**src/rtl/wb_stage.sv**
```systemverilog
// Writeback stage feeding the register-file write port.
// ALU results retire with a fixed one-cycle latency; loads park in WAIT_LD
// until data memory returns read data or a bounded timeout expires.
module wb_stage #(
  parameter int W       = 8,
  parameter int A       = 3,
  parameter int TIMEOUT = 16
) (
  input  logic         Clk,
  input  logic         Reset_n,
  input  logic         InValid,
  output logic         InReady,
  input  logic [A-1:0] InDst,
  input  logic         InRegWrite,
  input  logic         InIsLoad,
  input  logic [W-1:0] InAluResult,
  input  logic         MemRdValid,
  input  logic [W-1:0] MemRdData,
  output logic         WriteEn,
  output logic [A-1:0] Waddr,
  output logic [W-1:0] DataIn,
  output logic         LdErr,
  input  logic         ErrClr,
  output logic [15:0]  RetireCnt
);

  typedef enum logic {
    IDLE    = 1'b0,
    WAIT_LD = 1'b1
  } state_t;

  // Last legal timeout-counter value; the load is abandoned in the cycle the
  // counter holds this value and no read data shows up.
  localparam logic [7:0] TO_LAST = 8'(TIMEOUT - 1);

  state_t         state;
  state_t         state_nxt;
  logic [7:0]     to_cnt;
  logic [A-1:0]   cap_dst;
  logic           cap_regwrite;

  logic           accept;
  logic           alu_wr;
  logic           ld_accept;
  logic           ld_done;
  logic           ld_timeout;

  // Handshake and event decode shared by the FSM and the datapath.
  assign accept     = InValid & InReady;
  assign alu_wr     = accept & ~InIsLoad & InRegWrite;
  assign ld_accept  = accept & InIsLoad;
  // Read data is only meaningful while a load is outstanding; in IDLE it is
  // ignored, even in the very cycle the load is accepted.
  assign ld_done    = (state == WAIT_LD) & MemRdValid;
  // Read data in the terminal-count cycle takes priority over the timeout.
  assign ld_timeout = (state == WAIT_LD) & ~MemRdValid & (to_cnt == TO_LAST);

  // State register.
  // NOTE: reset is in the sensitivity list so it asserts without a clock edge;
  // every flop below follows the same pattern.
  always_ff @(posedge Clk or negedge Reset_n) begin
    if (!Reset_n) begin
      state <= IDLE;
    end else begin
      // NOTE: sequential state uses non-blocking assignments so every flop
      // samples pre-edge values regardless of statement order.
      state <= state_nxt;
    end
  end

  // Next-state logic.
  always_comb begin
    // NOTE: default assignment first so no path leaves state_nxt unassigned,
    // which would otherwise infer a latch.
    state_nxt = state;
    unique case (state)
      IDLE:    if (ld_accept) state_nxt = WAIT_LD;
      WAIT_LD: if (ld_done || ld_timeout) state_nxt = IDLE;
      default: state_nxt = IDLE;
    endcase
  end

  // Output decode: the stage only accepts while no load is outstanding.
  always_comb begin
    InReady = (state == IDLE);
  end

  // Load bookkeeping: capture the destination on accept and count wait cycles.
  always_ff @(posedge Clk or negedge Reset_n) begin
    if (!Reset_n) begin
      cap_dst      <= '0;
      cap_regwrite <= 1'b0;
      to_cnt       <= '0;
    end else if (ld_accept) begin
      cap_dst      <= InDst;
      cap_regwrite <= InRegWrite;
      to_cnt       <= '0;
    end else if (state == WAIT_LD) begin
      to_cnt       <= to_cnt + 8'd1;
    end
  end

  // Register-file write port; address and data hold when nothing retires.
  always_ff @(posedge Clk or negedge Reset_n) begin
    if (!Reset_n) begin
      WriteEn <= 1'b0;
      Waddr   <= '0;
      DataIn  <= '0;
    end else if (alu_wr) begin
      WriteEn <= 1'b1;
      Waddr   <= InDst;
      DataIn  <= InAluResult;
    end else if (ld_done) begin
      WriteEn <= cap_regwrite;
      Waddr   <= cap_dst;
      DataIn  <= MemRdData;
    end else begin
      WriteEn <= 1'b0;
    end
  end

  // Sticky load-timeout flag; a new timeout beats a simultaneous clear.
  always_ff @(posedge Clk or negedge Reset_n) begin
    if (!Reset_n) begin
      LdErr <= 1'b0;
    end else if (ld_timeout) begin
      LdErr <= 1'b1;
    end else if (ErrClr) begin
      LdErr <= 1'b0;
    end
  end

  // Debug counter of issued register writes, wrapping modulo 2**16.
  always_ff @(posedge Clk or negedge Reset_n) begin
    if (!Reset_n) begin
      RetireCnt <= '0;
    end else if (WriteEn) begin
      RetireCnt <= RetireCnt + 16'd1;
    end
  end

endmodule

```
**config.mk**
```make
export PLATFORM = sky130hd
export DESIGN_NAME = wb_stage
export DESIGN_NICKNAME = d
export VERILOG_FILES = /design/src/rtl/wb_stage.sv
export SDC_FILE = /design/constraint.sdc
export NUM_CORES = 1
export LEC_CHECK = 0
export ABC_AREA = 1
export ABC_CLOCK_PERIOD_IN_PS = 1950
export CORE_AREA = 2 2 74 76
export CTS_BUF_LIST = sky130_fd_sc_hd__clkbuf_4 sky130_fd_sc_hd__clkbuf_8 sky130_fd_sc_hd__clkbuf_16
export DETAILED_ROUTE_END_ITERATION = 12
export DIE_AREA = 0 0 76 78
export HOLD_SLACK_MARGIN = 0.02
export PLACE_DENSITY_LB_ADDON = 0.08
export SLEW_MARGIN = 20
export SYNTH_ARGS = -nofsm -noshare
export SYNTH_HDL_FRONTEND = slang
export SYNTH_SLANG_ARGS = --single-unit
```
**constraint.sdc**
```tcl
create_clock -name Clk -period 1.95 [get_ports Clk]
set_clock_uncertainty 0.15 [all_clocks]
set_input_delay 0.39 -clock Clk [delete_from_list [all_inputs] [get_ports Clk]]
set_output_delay 0.39 -clock Clk [all_outputs]
set_load 0.05 [all_outputs]
```
* After elaboration in Yosys (flattened, before gate mapping)
Index checks and enable logic that the tools add are counted.
** Storage, ports and cells
- Bits in writable memories :: 0
- Output and inout bits :: 30
- Bits in latches :: 0
- Bits in registers :: 42
- Bits in read-only memories :: 0
- Memories kept :: 0
- Word-level logic and storage cells :: 39
- Bits of input ports :: 26
** Operators by class
- Reduce and logical (&&, ||, !) cells :: 4
- Shift operators :: 0
- Add/subtract/negate cells :: 2
- Magnitude comparators :: 0
- Divide/modulo/power cells :: 0
- Multiplexer cells :: 13
- Multipliers :: 0
- Bitwise gates (word level) :: 10
- Equal/unequal tests :: 1
** Operators by type and width (count)
- $mux 8 :: 4
- $add 16x1->16 const B :: 1
- $add 8x1->8 const B :: 1
- $eq 8x4->1 const B :: 1
- $and 1x1->1 :: 7
- $mux 1 :: 6
- $mux 3 :: 2
- $reduce_bool 2->1 :: 3
- $not 1->1 :: 3
- $pmux 1 s2 :: 1
- $logic_or 1x1->1 :: 1

* Longest topological paths before layout
- Depth in word-level cells :: 6
- Mapped depth :: 7
- Gate-level depth less buffers :: 7

* Worst setup path before layout
Ideal clock, no wire load.
- Kind :: register to register
- From :: register RetireCnt[0]
- To :: register RetireCnt[8]
- Library setup time :: 142 ps
- Clock period less this slack :: 1733 ps
- Slack :: 217 ps
- Stages on the path, launching flop included :: 6
- Required time :: 1658 ps
- Data arrival time :: 1440 ps
- Path buffers :: 0
- Cells stage by stage :: dfrtp_1 -> ha_1 -> nand3_1 -> nor2_4 -> nand2_1 -> xnor2_1
** Between the ends
- Cells in the longest elaborated chain, start to end :: 1
** Ends and longest elaborated chain
- start, declared :: RTL line 24 : output logic [15:0] RetireCnt
- start signal, assigned :: RTL line 138 : RetireCnt <= RetireCnt + 16'd1;
- $add 16x1->16 :: RTL line 138
Every way passes these cells.
A chain may end at the register's enable or synchronous reset.

* Worst setup path after layout
- From :: register WriteEn
- To :: output port WriteEn
** RTL lines
- start, declared :: RTL line 19 : output logic WriteEn,
- start signal, assigned :: RTL line 114 : WriteEn <= cap_regwrite;
No word-level cell between the ends.

==> results.yml <==
outcome:
  outcome: "complete, no violations"
worst_setup_path:
  criticalPathCategory: "flop to output port"
  crit_path_max_incr_delay_ns: 0.55
  timing.critical_path.arrival_ns: 1.03
  end_kind: "output port"
  critical_path.cell_chain: "buf_12"
  setup_crit_start: "WriteEn$_DFF_PN0_"
  startpoint_type: "flop"
  crit_fanout: 7
  worstReg2RegStart: "state$_DFF_PN0_"
  critical_path.n_buffers_inverters: 1
  family_with_the_most_delay_on_the_worst_path: "flip-flops"
  critical_path_required_ns: 1.41
  crit_slowest_cell: "dfrtp_1"
power:
  cellLeakagePower_nw: 1.399
  power.ir.vdd_worst_mv: 0.4705
  p_per_area_nw_per_um2: 971.4
logic_synthesis:
  syn_area_sq_um: 2056
  ys_seq_elements: 42
  ys.warnings.count: 0
  post_synth.cell_area_avg_sq_um: 8.425
  yosys.cell_count.top_type: "nand2_1"
  postSynth.asyncResetShare_pct: 100.0
  synth_top_area_share_pct: 51.13
  synth_sequential_area_ratio_pct: 51.13
  dominantRegCellSynth: "dfrtp_1"
  syn_nets: 272
  synthTopCellsByCount: "nand2_1, dfrtp_1, nand3_1, inv_1, nor2_1"
  synth.distinct_cells: 26
  ys_top_cells_by_area: "dfrtp_1, nand2_1, nand3_1"
  synth-edff-count: 0
  leading_area_contributor_after_synthesis: "dfrtp_1"
  postSynthCellCount: 244
drt:
  met1_length_mm: 1.796
  post-route-drc-count: 0
  vias: 1687
  route.detailed.vias_per_inst: 4.487
  antenna_violating_nets_post_route: 0
  met2RoutedLength_mm: 1.995
  routedWlPerCell_um: 10.83
  met3WireLength_um: 225
  drtIter0Drc: 53
  finalWirelength_mm: 4.073
  drtPass1Iterations: 4
  topRoutingLayerUsed: "met4"
clock_tree:
  cts.sinks: 42
  numCtsBuffers: 5
  cts_root_buf: "clkbuf_8"
  clkLatencyLatePin_ns: 0.29
  ctsHtreeMaxLevel: 2
  clk_transition_reported_paths_ns: 0.08
  post_cts_buffers: 0
  cts-hold-fix-buffers: 0
  ctsResizeCount: 0
  max-clock-path-buffers: 2
  tritoncts_clock_tree: "built"
die:
  die_wd_um: 76
  floorplan.die_area_sq_um: 5928
  floorplan.io_pins: 56
  die-height_um: 78
  std_cell_rows: 26
  starting_utilization_of_the_core_area_pct: 40.77
  placeable_core_region_sq_um: 5042
layout:
  antenna-diode-count: 0
  share_of_final_layout_standard_cells_stronger_than_drive_strength_1_pct: 18.95
  area.growth.synth_to_final_pct: 32.20
  final_cell_count_no_fill: 376
  final_net_count: 334
place:
  placedCellCount: 369
  io_buffers: 55
  globalplace.congestion: 0.7871
  detailedPlacementHpwl_mm: 3.040
  placement.setup.worst_slack_ns: 0.1465
global_routing:
  wire_length_of_the_first_global_routing_pass_mm: 7.120
  grt_pass1_vias: 1653
  grt_total_usage_pct: 14.92
  grt_remaining_overflow: 0
  grt_antenna_before_repair: 0
  grt_start_max_net_pins: 43
sta:
  rsz_0062_raised_after_global_routing: "false"
  hold_violations: 0
  hold_slack_ns: 0.009008
  period_share_pct: 80.50
  setup_violations: 0
  timing.final.max_slew_violations: 0
  worst_rel_slew_slack_pct: 65.02
  worst_slew_pin_slew_ns: 0.5247
  fmax_ghz: 0.6371
  finalCriticalPeriod_ns: 1.570
  finalSetupTns_ns: 0
  layout_setup_ws_ns: 0.3803
flow_run:
  max_cap_viol_count: 0
hold_path:
  holdCritPathClass: "input port to async pin"
==> cell families after synthesis <==
| logic type | count (synthesis) | share of synthesized area (%) |
|---|---|---|
| xor gates and xnor gates | 10 | 4.626 |
| adders and majority gates | 2 | 1.217 |
| DFF | 42 | 51.13 |
| muxes | 1 | 0.5477 |
| AOI/OAI and AO/OA | 11 | 2.677 |
| and+or+nand+nor | 144 | 32.62 |
| buffers and inverters | 34 | 7.182 |
==> per-layer routing <==
layer  vias up  global-route usage [%]
met4         0                   4.909
met5         -                       0
met3         6                   4.535
met2        44                   25.18
met1       756                   18.34
li1        881                       -
==> layout by cell type (no fill, tap or decap), drive strengths merged, types with 3 or more instances in the layout <==
cell,count
nor2,23
inv,30
o21ai,8
nor3,3
clkbuf,7
a21oi,3
dfrtp,42
clkdlybuf4s50,24
buf,35
nand3,32
xnor2,3
xor2,7
nand4,4
nand2,82
==> stage by stage <==
| stage | total power, W | util, % | area, sq um |
|---|---|---|---|
| final | 0.002640 | 53.90 | 2718 |
| after global routing | 0.002808 | 53.90 | 2718 |
| after CTS | 0.002686 | 53.90 | 2718 |
| after detailed placement | 0.002117 | 52.23 | 2634 |
| after global placement | 0.002103 | 52.23 | 2634 |
| after floorplan | 0.001779 | - | 2056 |
==> power breakdown <==
group,internal (W),switching (W),total [W],leakage [nW]
combinational,0.000316,0.000609,0.000925,0.804
sequential,0.00102,0.000140,0.00116,0.549
clock,0.000275,0.000277,0.000552,0.0452
==> cell type report <==
cell class	count	area, sq um
Fill cell	472	2325
Sequential cell	42	1051
Multi-Input combinational cell	168	857.1
Timing Repair Buffer	59	525.5
Inverter	30	112.6
Tap cell	70	87.58
Clock buffer	7	83.83
==> sequential cells by signal, summed over array words and instances, names as in the netlist <==
register / cells
WriteEn: 1
state: 1
RetireCnt: 16
DataIn: 8
cap_dst: 3
to_cnt: 8
cap_regwrite: 1
Waddr: 3
LdErr: 1
==> final timing paths <==
path	endpoint	slack (ns)	cells after the start
setup reg to reg	Waddr[1]$_DFFE_PN0P_	0.43	7
hold / removal	RetireCnt[3]$_DFFE_PN0P_	0.009	2
setup / recovery	WriteEn	0.38	1
max in group asynchronous	RetireCnt[2]$_DFFE_PN0P_	1.28	2
hold reg to reg	cap_dst[0]$_DFFE_PN0P_	0.33	2
min in group Clk	cap_dst[0]$_DFFE_PN0P_	0.33	2
No activity file was read; power rests on OpenSTA's default activity.
